[config.mk]
export PLATFORM = sky130hd
export DESIGN_NAME = fpu_ss_core_arbiter
export DESIGN_NICKNAME = d
export VERILOG_FILES = /design/src/rtl/fpu_ss_pkg.sv /design/src/rtl/fpu_ss_rr_pick.sv /design/src/rtl/fpu_ss_core_arbiter.sv
export SDC_FILE = /design/constraint.sdc
export NUM_CORES = 1
export LEC_CHECK = 0
export BUFFER_PORTS_ARGS = -buffer_cell sky130_fd_sc_hd__buf_2
export CAP_MARGIN = 20
export CORE_AREA = 2 2 248 250
export CTS_CLUSTER_SIZE = 14
export DETAILED_ROUTE_END_ITERATION = 16
export DIE_AREA = 0 0 250 252
export PLACE_DENSITY = 0.48
export SYNTH_ARGS = -nofsm -noshare
export SYNTH_HDL_FRONTEND = slang
export SYNTH_SLANG_ARGS = --single-unit
[constraint.sdc]
create_clock -name clk_i -period 7.1 [get_ports clk_i]
set_input_delay 0.355 -clock clk_i [delete_from_list [all_inputs] [get_ports clk_i]]
set_output_delay 0.355 -clock clk_i [all_outputs]
set_load 0.01 [all_outputs]
[src/rtl/fpu_ss_pkg.sv]
// Shared types and helpers for the FPU subsystem core-sharing logic.
package fpu_ss_pkg;

    // Widest core-ID vector the one-hot helper accepts. Narrower vectors are zero-extended.
    localparam int unsigned MAX_CORES = 32;

    // States of the issue arbiter: no grant held, or grant held until the handshake completes.
    typedef enum logic {
        IDLE   = 1'b0,
        LOCKED = 1'b1
    } arb_state_e;

    // True when exactly one bit of vec is set.
    function automatic logic onehot_valid(input logic [MAX_CORES-1:0] vec);
        return (vec != '0) && ((vec & (vec - MAX_CORES'(1))) == '0);
    endfunction

endpackage

[src/rtl/fpu_ss_rr_pick.sv]
// Combinational round-robin picker.
// Returns the first set request at an index >= start_i, wrapping past N-1 to 0.
module fpu_ss_rr_pick #(
    parameter int unsigned N  = 8,
    parameter int unsigned IW = $clog2(N)
) (
    input  logic [N-1:0]  req_i,
    input  logic [IW-1:0] start_i,
    output logic          found_o,
    output logic [IW-1:0] idx_o
);

    logic [2*N-1:0] dbl;
    logic [N-1:0]   rot;
    logic [IW-1:0]  off;
    logic [IW:0]    sum;

    // Rotate the requests so start_i lands on bit 0. Take the lowest set bit, then undo the rotation.
    always_comb begin
        dbl     = {req_i, req_i} >> start_i;
        rot     = dbl[N-1:0];
        found_o = 1'b0;
        off     = '0;
        for (int k = N - 1; k >= 0; k--) begin
            if (rot[k]) begin
                found_o = 1'b1;
                off     = IW'(k);
            end
        end
        sum = {1'b0, start_i} + {1'b0, off};
        if (sum >= (IW+1)'(N)) begin
            sum = sum - (IW+1)'(N);
        end
        idx_o = sum[IW-1:0];
    end

endmodule

[src/rtl/fpu_ss_core_arbiter.sv]
// Shares one FPU subsystem issue/result port pair between NB_CORES cores.
// Issue arbitration is round-robin. A grant stays locked until its handshake completes.
// Each result is routed back to its core using the one-hot core ID.
// Per-core counters limit how many instructions each core has in flight.
module fpu_ss_core_arbiter #(
    parameter int unsigned NB_CORES        = 8,
    parameter int unsigned DATA_WIDTH      = 64,
    parameter int unsigned MAX_OUTSTANDING = 4
) (
    input  logic                           clk_i,
    input  logic                           rst_ni,
    input  logic [NB_CORES-1:0]            core_issue_valid_i,
    output logic [NB_CORES-1:0]            core_issue_ready_o,
    input  logic [NB_CORES*DATA_WIDTH-1:0] core_issue_data_i,
    output logic                           fpu_issue_valid_o,
    input  logic                           fpu_issue_ready_i,
    output logic [DATA_WIDTH-1:0]          fpu_issue_data_o,
    output logic [NB_CORES-1:0]            fpu_issue_core_id_o,
    input  logic                           fpu_result_valid_i,
    output logic                           fpu_result_ready_o,
    input  logic [NB_CORES-1:0]            fpu_result_core_id_i,
    output logic [NB_CORES-1:0]            core_result_valid_o,
    input  logic [NB_CORES-1:0]            core_result_ready_i,
    output logic                           busy_o,
    output logic                           err_o
);

    import fpu_ss_pkg::*;

    localparam int unsigned IW = $clog2(NB_CORES);
    localparam int unsigned CW = $clog2(MAX_OUTSTANDING + 1);

    arb_state_e         state_q;
    logic [IW-1:0]      rr_q, gnt_q;
    logic [CW-1:0]      cnt_q [NB_CORES];
    logic [CW-1:0]      cnt_d [NB_CORES];
    logic               err_q, err_d;

    logic [NB_CORES-1:0] eligible;
    logic                pick_found;
    logic [IW-1:0]       pick_idx;
    logic                gnt_valid;
    logic [IW-1:0]       gnt;
    logic [IW-1:0]       rr_next;
    logic                issue_hs;
    logic                res_onehot;
    logic                res_hs;
    logic [IW-1:0]       res_dest;
    logic [NB_CORES-1:0] inc_vec, dec_vec;

    // A core may compete only while it is requesting and still has issue credit.
    always_comb begin
        eligible = '0;
        for (int i = 0; i < NB_CORES; i++) begin
            eligible[i] = core_issue_valid_i[i] && (cnt_q[i] < CW'(MAX_OUTSTANDING));
        end
    end

    fpu_ss_rr_pick #(
        .N  (NB_CORES),
        .IW (IW)
    ) u_rr_pick (
        .req_i   (eligible),
        .start_i (rr_q),
        .found_o (pick_found),
        .idx_o   (pick_idx)
    );

    // A locked grant overrides the picker, so the payload stays stable while the FPU stalls.
    always_comb begin
        gnt_valid = pick_found;
        gnt       = pick_idx;
        if (state_q == LOCKED) begin
            gnt_valid = 1'b1;
            gnt       = gnt_q;
        end
        rr_next = (gnt == IW'(NB_CORES - 1)) ? '0 : gnt + IW'(1);
    end

    // Issue mux: forward the granted core's request and return the FPU ready to that core only.
    always_comb begin
        fpu_issue_valid_o   = gnt_valid & core_issue_valid_i[gnt];
        fpu_issue_data_o    = '0;
        fpu_issue_core_id_o = '0;
        core_issue_ready_o  = '0;
        if (gnt_valid) begin
            fpu_issue_data_o         = core_issue_data_i[gnt*DATA_WIDTH +: DATA_WIDTH];
            fpu_issue_core_id_o[gnt] = 1'b1;
            core_issue_ready_o[gnt]  = fpu_issue_ready_i;
        end
        issue_hs = fpu_issue_valid_o & fpu_issue_ready_i;
    end

    // Result routing. A malformed ID is accepted and dropped, so it cannot stall the FPU.
    always_comb begin
        res_onehot = onehot_valid(MAX_CORES'(fpu_result_core_id_i));
        res_dest   = '0;
        for (int i = 0; i < NB_CORES; i++) begin
            if (fpu_result_core_id_i[i]) begin
                res_dest = IW'(i);
            end
        end
        core_result_valid_o = (fpu_result_valid_i && res_onehot) ? fpu_result_core_id_i : '0;
        fpu_result_ready_o  = (fpu_result_valid_i & ~res_onehot)
                            | (|(core_result_ready_i & fpu_result_core_id_i));
        res_hs = fpu_result_valid_i & res_onehot
               & (|(core_result_ready_i & fpu_result_core_id_i));
    end

    // Credit bookkeeping.
    // An issue and a result on the same core cancel out.
    // A decrement at zero is dropped and flagged as an error.
    always_comb begin
        err_d   = fpu_result_valid_i & ~res_onehot;
        inc_vec = '0;
        dec_vec = '0;
        for (int i = 0; i < NB_CORES; i++) begin
            inc_vec[i] = issue_hs && (gnt == IW'(i));
            dec_vec[i] = res_hs && (res_dest == IW'(i));
            cnt_d[i]   = cnt_q[i];
            if (inc_vec[i] && !dec_vec[i]) begin
                cnt_d[i] = cnt_q[i] + CW'(1);
            end else if (dec_vec[i] && !inc_vec[i]) begin
                if (cnt_q[i] == '0) begin
                    err_d = 1'b1;
                end else begin
                    cnt_d[i] = cnt_q[i] - CW'(1);
                end
            end
        end
    end

    // Busy while any core has an instruction in flight.
    always_comb begin
        busy_o = 1'b0;
        for (int i = 0; i < NB_CORES; i++) begin
            busy_o = busy_o | (cnt_q[i] != '0);
        end
    end

    assign err_o = err_q;

    // Arbitration FSM.
    // Lock a grant that is not accepted at once.
    // Advance the round-robin pointer past the core that completes a handshake.
    // If the locked core drops its request, unlock without advancing the pointer.
    always_ff @(posedge clk_i or negedge rst_ni) begin
        if (!rst_ni) begin
            state_q <= IDLE;
            rr_q    <= '0;
            gnt_q   <= '0;
        end else begin
            case (state_q)
                IDLE: begin
                    if (issue_hs) begin
                        rr_q <= rr_next;
                    end else if (pick_found) begin
                        state_q <= LOCKED;
                        gnt_q   <= pick_idx;
                    end
                end
                LOCKED: begin
                    if (issue_hs) begin
                        state_q <= IDLE;
                        rr_q    <= rr_next;
                    end else if (!core_issue_valid_i[gnt_q]) begin
                        state_q <= IDLE;
                    end
                end
                default: state_q <= IDLE;
            endcase
        end
    end

    // Register the per-core counters and the one-cycle error pulse.
    always_ff @(posedge clk_i or negedge rst_ni) begin
        if (!rst_ni) begin
            err_q <= 1'b0;
            for (int i = 0; i < NB_CORES; i++) begin
                cnt_q[i] <= '0;
            end
        end else begin
            err_q <= err_d;
            for (int i = 0; i < NB_CORES; i++) begin
                cnt_q[i] <= cnt_d[i];
            end
        end
    end

endmodule

# After elaboration in Yosys (flattened, before gate mapping)
# Cells that the tools add are included.
# word_totals
mem_bits_ro,0
ramBits,0
latch_bits,0
word_cells,275
reg_bits,32
mem_count,0
output_inout_bits,92
in_bits,540
# op_classes
n_shift,2
mux,91
n_lt_le_gt_ge,12
div,0
n_mul,0
n_bitwise,19
reduce_logical,97
n_eq_ne,22
addsub,20
# ops
cell,n
indexed part select 512 x 10 -> 64 bit,1
2-to-1 mux 3 bit,42
2-to-1 mux 64 bit,1
logical AND 1 bit,43
2-to-1 mux 1 bit,41
bitwise AND 8 x 32 -> 32 bit,1
logical NOT 32 bit,1
logical NOT 3 bit,10
adder 3 x 1 -> 3 bit (second input constant),9
subtractor 3 x 1 -> 3 bit (second input constant),9
== test 3 bit (second input constant),8
less-than comparator 3 bit (second input constant),8
2-to-1 mux 8 bit,3
nonzero test 3 bit,8
bitwise AND 8 bit,2
logical NOT 1 bit,16
!= test 2 bit (second input constant),8
AND reduction 2 bit,8
nonzero test 2 bit,8
right shift 16 x 3 -> 8 bit,1
== test 3 x 2 -> 1 bit (second input constant),4
subtractor 8 x 1 -> 9 bit (second input constant),1
less-than comparator 3 x 4 -> 1 bit (second input constant),2
OR 1 bit,8
other kinds (12),20

# Longest topological paths before layout
# depth
word_depth,45
depth_mapped,30
mapped_depth_nobuf,27

# Cells and area by module
# Synthesis repeated with hierarchy kept, for this count alone.
# hier_totals
hier_cells,1204
hier_area_um2,8002.7
# by_module_without_submodules
module,area_per_inst_um2,cells_each,instances
fpu_ss_core_arbiter,7206.9,1093,1
fpu_ss_rr_pick,795.8,111,1

# Least setup slack after synthesis
# OpenSTA, ideal clock, no wires.
# synth_timing
path_kind,reg2reg
startpoint,register rr_q[2]
endpoint,register cnt_q[5] in the netlist's numbering
path_stages_with_launch,30
path_slack_ns,1.713
n_path_buf,4
required_time_ns,6.972
arrival_time_ns,5.258
cell_sequence,dfrtp_1 buf_6 buf_6 mux4_2 mux2i_1 nor2b_1 nor2_1 o211ai_1 a21oi_1 nor2_1 ha_1 inv_1 fa_1 nor2b_1 o21ai_0 nand3_1 nand2_1 a31oi_1 o311ai_0 a21oi_1 buf_2 nand3_1 inv_1 ha_1 clkbuf_1 inv_1 fa_1 xor2_1 o21ai_0 o31ai_1
# synth_via
elab_chain_len,22
elab_cells_between_ends,36
classes_between,2 x add/sub; 1 x order compare; 2 x eq/ne; 1 x shift; 22 x mux; 2 x bitwise; 6 x reduce/logical
# synth_rtl
item,line,source
start: declaration,fpu_ss_core_arbiter.sv:34,"logic [IW-1:0] rr_q, gnt_q;"
start signal: assignment,fpu_ss_core_arbiter.sv:156,rr_q <= rr_next;
start signal: assignment,fpu_ss_core_arbiter.sv:165,rr_q <= rr_next;
right shift 16 x 3 -> 8 bit,fpu_ss_rr_pick.sv:20,"dbl = {req_i, req_i} >> start_i;"
2-to-1 mux 3 bit (8 in a row),fpu_ss_rr_pick.sv:25,if (rot[k]) begin
adder 3 x 3 -> 4 bit,fpu_ss_rr_pick.sv:30,"sum = {1'b0, start_i} + {1'b0, off};"
>= comparator 4 bit / subtractor 3 x 1 -> 3 bit (equally long branches),"fpu_ss_rr_pick.sv:31, fpu_ss_rr_pick.sv:32",
2-to-1 mux 3 bit,fpu_ss_rr_pick.sv:31,if (sum >= (IW+1)'(N)) begin
2-to-1 mux 3 bit,fpu_ss_core_arbiter.sv:73,if (state_q == LOCKED) begin
binary-select mux 1 bit (select 3 bit),fpu_ss_core_arbiter.sv:82,fpu_issue_valid_o = gnt_valid & core_issue_valid_i[gnt];
2-to-1 mux 1 bit (not written as such),fpu_ss_core_arbiter.sv:82,
bitwise AND 1 bit,fpu_ss_core_arbiter.sv:82,
bitwise AND 1 bit,fpu_ss_core_arbiter.sv:91,issue_hs = fpu_issue_valid_o & fpu_issue_ready_i;
logical AND 1 bit *,fpu_ss_core_arbiter.sv:118,inc_vec[i] = issue_hs && (gnt == IW'(i));
logical NOT 1 bit,fpu_ss_core_arbiter.sv:123,end else if (dec_vec[i] && !inc_vec[i]) begin
logical AND 1 bit,fpu_ss_core_arbiter.sv:123,
nonzero test 2 bit (no source line),-,
AND reduction 2 bit (no source line),-,
end signal: indexed assignment,fpu_ss_core_arbiter.sv:185,cnt_q[i] <= cnt_d[i];
end: declaration,fpu_ss_core_arbiter.sv:35,logic [CW-1:0] cnt_q [NB_CORES];
# Mark *: on every way between the ends. The rest lies on a longest branch, timed or not. The select of a mux whose other input is x is not followed.
# A chain may end at the register's enable or synchronous reset.

# Final worst setup path
# layout_timing
startpoint,register rr_q[0]
endpoint,output port fpu_issue_data_o[6]
# layout_via
elab_chain_len,15
elab_cells_between_ends,25
classes_between,2 x add/sub; 1 x order compare; 2 x shift; 20 x mux
# layout_rtl
item,line,source
right shift 16 x 3 -> 8 bit,fpu_ss_rr_pick.sv:20,
2-to-1 mux 3 bit (8 in a row),fpu_ss_rr_pick.sv:25,
adder 3 x 3 -> 4 bit,fpu_ss_rr_pick.sv:30,
>= comparator 4 bit / subtractor 3 x 1 -> 3 bit (equally long branches),"fpu_ss_rr_pick.sv:31, fpu_ss_rr_pick.sv:32",
2-to-1 mux 3 bit,fpu_ss_rr_pick.sv:31,
2-to-1 mux 3 bit,fpu_ss_core_arbiter.sv:73,
indexed part select 512 x 10 -> 64 bit,fpu_ss_core_arbiter.sv:87,fpu_issue_data_o = core_issue_data_i[gnt*DATA_WIDTH +: DATA_WIDTH];
2-to-1 mux 64 bit *,fpu_ss_core_arbiter.sv:86,if (gnt_valid) begin
end: declaration,fpu_ss_core_arbiter.sv:17,"output logic [DATA_WIDTH-1:0] fpu_issue_data_o,"
# Mark *: on every way between the ends. The rest lies on a longest branch, timed or not.

==> run summary <==
IO Port Bufs - 631
worst reg2reg path endpoint - cnt_q[11]$_DFFE_PN0P_
top post-synthesis cells by area - mux2_2, dfrtp_1, mux2i_1, a221oi_1, nor3_1
fin crit share - 0.885
final slew viol count - 0
largest net degree at the start of global routing - 71
max-cap viol count - 0
Synth Warn # - 0
Critical Path Stages - 19
slowest CP cell - dfrtp_1
area grow syn2layout - 44.4%
final setup fails - 0
final hold vios - 0
CTS max path bufs - 2
Routed WL per cell - 22.9 um
Worst Setup End Kind - primary output
remaining global-route overflow - 0
Starting Density - 0.151
setup_tns - 0 ns
Synth Cell Area - 9100 sq um
GP Congestion - 0.902
crit-path leading delay family - simple AND/OR/NAND/NOR gates
first-iteration detailed-routing DRC count - 907
top-area cell type share of the netlist area - 0.0965
CP required - 6.74 ns
top_reg_cell synth - dfrtp_1
Crit path largest cell delay - 0.81 ns
Ports - 632
highest clock rate - 159 MHz
Syn Nets - 1,735
Nets - 2,273
cell taking the most area after synthesis - mux2_2
Clock Sinks - 32
most common library cell in the layout ignoring fill and taps - buf_2
crit path cell chain - mux4_2 -> mux2i_1 -> nor2b_1 -> nor2_1 -> o211ai_1 -> a21oi_1 -> nor2_1 -> ha_1 -> inv_1 -> fa_1 -> nand2b_1 -> nand2_1 -> clkinv_1 -> buf_4 -> nand3_4 -> buf_12 -> o211ai_1 -> nor3_1 -> buf_2
crit path launch type - register
Least-Margin Pin Slew - 0.867 ns
H-tree depth - 2
R2R Path Start - rr_q[0]$_DFFE_PN0P_
Syn Inst Count - 1,163
Vias - 12,500
Die H - 252 um
layout cell share with drive strength beyond 1 - 0.469
Core ar. - 60,100 sq um
# DRC - 0
worst skew pair latency - 0.28 ns
Clk pin slew, worst setup/hold paths - 0.05 ns
Post-synth EDFFs - 0
Yosys reg bits - 32
WP buf/inv - 5
synthesized area per cell - 7.83 sq um
RSZ-0062 raised after global routing - false
die area - 63,000 sq um
Setup WS pre-CTS - 1.02 ns
dpl cells - 2,476
HPWL after DPL - 46,500 um
commonest cells after routing, fill and taps aside - buf_2, nand2_1, nor3_1, mux2_2
Crit Path Max Fanout - 34
Post-CTS Setup Bufs - 0
first-pass GRT wire length - 79,900 um
min Tclk post-route - 6.29 ns
Seq/Total Area, Yosys - 0.0880
remaining antenna violation count - 0
Row Count - 90
Total GRT Usage - 0.167
max_slew headroom - 0.422
initial antenna violation count - 16
clock skew - 0.00425 ns
Distinct cells, synth - 70
Arr. time, crit path - 5.93 ns
Root Buffer - clkbuf_16
status - complete, no violations
CTS buffer count - 5
R2R depth - 25
CP Class - register to primary output
First-pass DRT Iterations - 7
via-per-instance ratio - 5.02
die width - 250 um
CTS tree - done
Post-Layout Cell Count - 2,490
Filler cells - 6,788
R2R setup slack - 0.95 ns
vias in the first global route - 12,200
post-cts sizing count - 0
final worst slack - 0.815 ns
Async SR Flop Fraction - 1.00
Post-Route WL - 57,100 um
hold-fix buffers at CTS - 0
worst hold path class - input port to async pin
-- registers in the layout, indices dropped and copies added, names as in the netlist --
signal,cells
state_q,1
rr_q,3
cnt_q,24
err_o,1
gnt_q,3
-- worst max path at each step --
stage | end | startpoint
after CTS | fpu_issue_data_o[7] | rr_q[0]$_DFFE_PN0P_
after global routing | fpu_issue_data_o[6] | rr_q[2]$_DFFE_PN0P_
after floorplan | cnt_q[5]$_DFFE_PN0P_ | rr_q[2]$_DFFE_PN0P_
final | fpu_issue_data_o[6] | rr_q[0]$_DFFE_PN0P_
after global placement | cnt_q[11]$_DFFE_PN0P_ | rr_q[0]$_DFFE_PN0P_
after detailed placement | cnt_q[11]$_DFFE_PN0P_ | rr_q[0]$_DFFE_PN0P_
-- routing by layer --
metal | share of wire | vias to the layer above | GRT usage | wire [um]
li1 | - | 5759 | - | -
met1 | 0.42 | 5962 | 0.212 | 24100
met2 | 0.47 | 657 | 0.283 | 26800
met3 | 0.075 | 103 | 0.0346 | 4310
met4 | 0.032 | 12 | 0.0541 | 1840
met5 | 0.0011 | - | 0 | 62
-- stage by stage --
stage / area (sq um) / hold slack, ns / util
final: 13100 / 0.171 / 0.219
after global placement: 13000 / 0.527 / 0.216
after CTS: 13100 / 0.222 / 0.218
after floorplan: 9100 / 0.0594 / -
after detailed placement: 13000 / 0.521 / 0.216
after global routing: 13100 / 0.239 / 0.218
-- cell type report --
| type | instances | area (sq um) | share of cell area |
|---|---|---|---|
| Multi-Input combinational cell | 976 | 7660 | 0.583 |
| Timing Repair Buffer | 662 | 3440 | 0.262 |
| Tap cell | 782 | 978 | 0.0745 |
| Sequential cell | 32 | 808 | 0.0615 |
| Clock buffer | 8 | 146 | 0.0111 |
| Inverter | 24 | 90.1 | 0.00686 |
| Antenna cell | 6 | 15.0 | 0.00114 |
-- Yosys cell counts (5+ instances only) --
| master | instances |
|---|---|
| a2bb2oi_1 | 34 |
| buf_2 | 29 |
| a21o_1 | 36 |
| clkbuf_1 | 86 |
| and2_1 | 11 |
| a221oi_1 | 74 |
| dfrtp_1 | 32 |
| nor3_1 | 77 |
| fa_1 | 9 |
| mux2_2 | 78 |
| inv_1 | 21 |
| a211oi_1 | 46 |
| o31ai_1 | 7 |
| buf_4 | 8 |
| nand3_1 | 12 |
| and3_1 | 5 |
| nand2b_1 | 13 |
| a22oi_1 | 7 |
| o21ai_0 | 14 |
| nor2_1 | 76 |
| nor4_1 | 11 |
| ha_1 | 23 |
| o221ai_1 | 27 |
| nor4b_1 | 5 |
| buf_6 | 7 |
| mux4_2 | 5 |
| o22a_1 | 8 |
| o211ai_1 | 39 |
| a31oi_1 | 31 |
| mux2i_1 | 70 |
| xor2_1 | 6 |
| nor2b_1 | 5 |
| a211oi_2 | 18 |
| nor4bb_1 | 11 |
| o32a_1 | 38 |
| a21oi_1 | 43 |
| nand2_1 | 83 |
-- cells by family after synthesis --
| group | count (synthesis) | share of synthesized area |
|---|---|---|
| flops | 32 | 0.0880 |
| buf+inv | 155 | 0.0770 |
| xor+xnor | 8 | 0.00770 |
| compound gates | 444 | 0.396 |
| fa+ha+maj | 33 | 0.0525 |
| simple gates | 336 | 0.190 |
| mux | 155 | 0.188 |
Power is left out: the tool's default activity adds up to more than one toggle a clock period on the data nets, which glitch-free logic cannot reach.
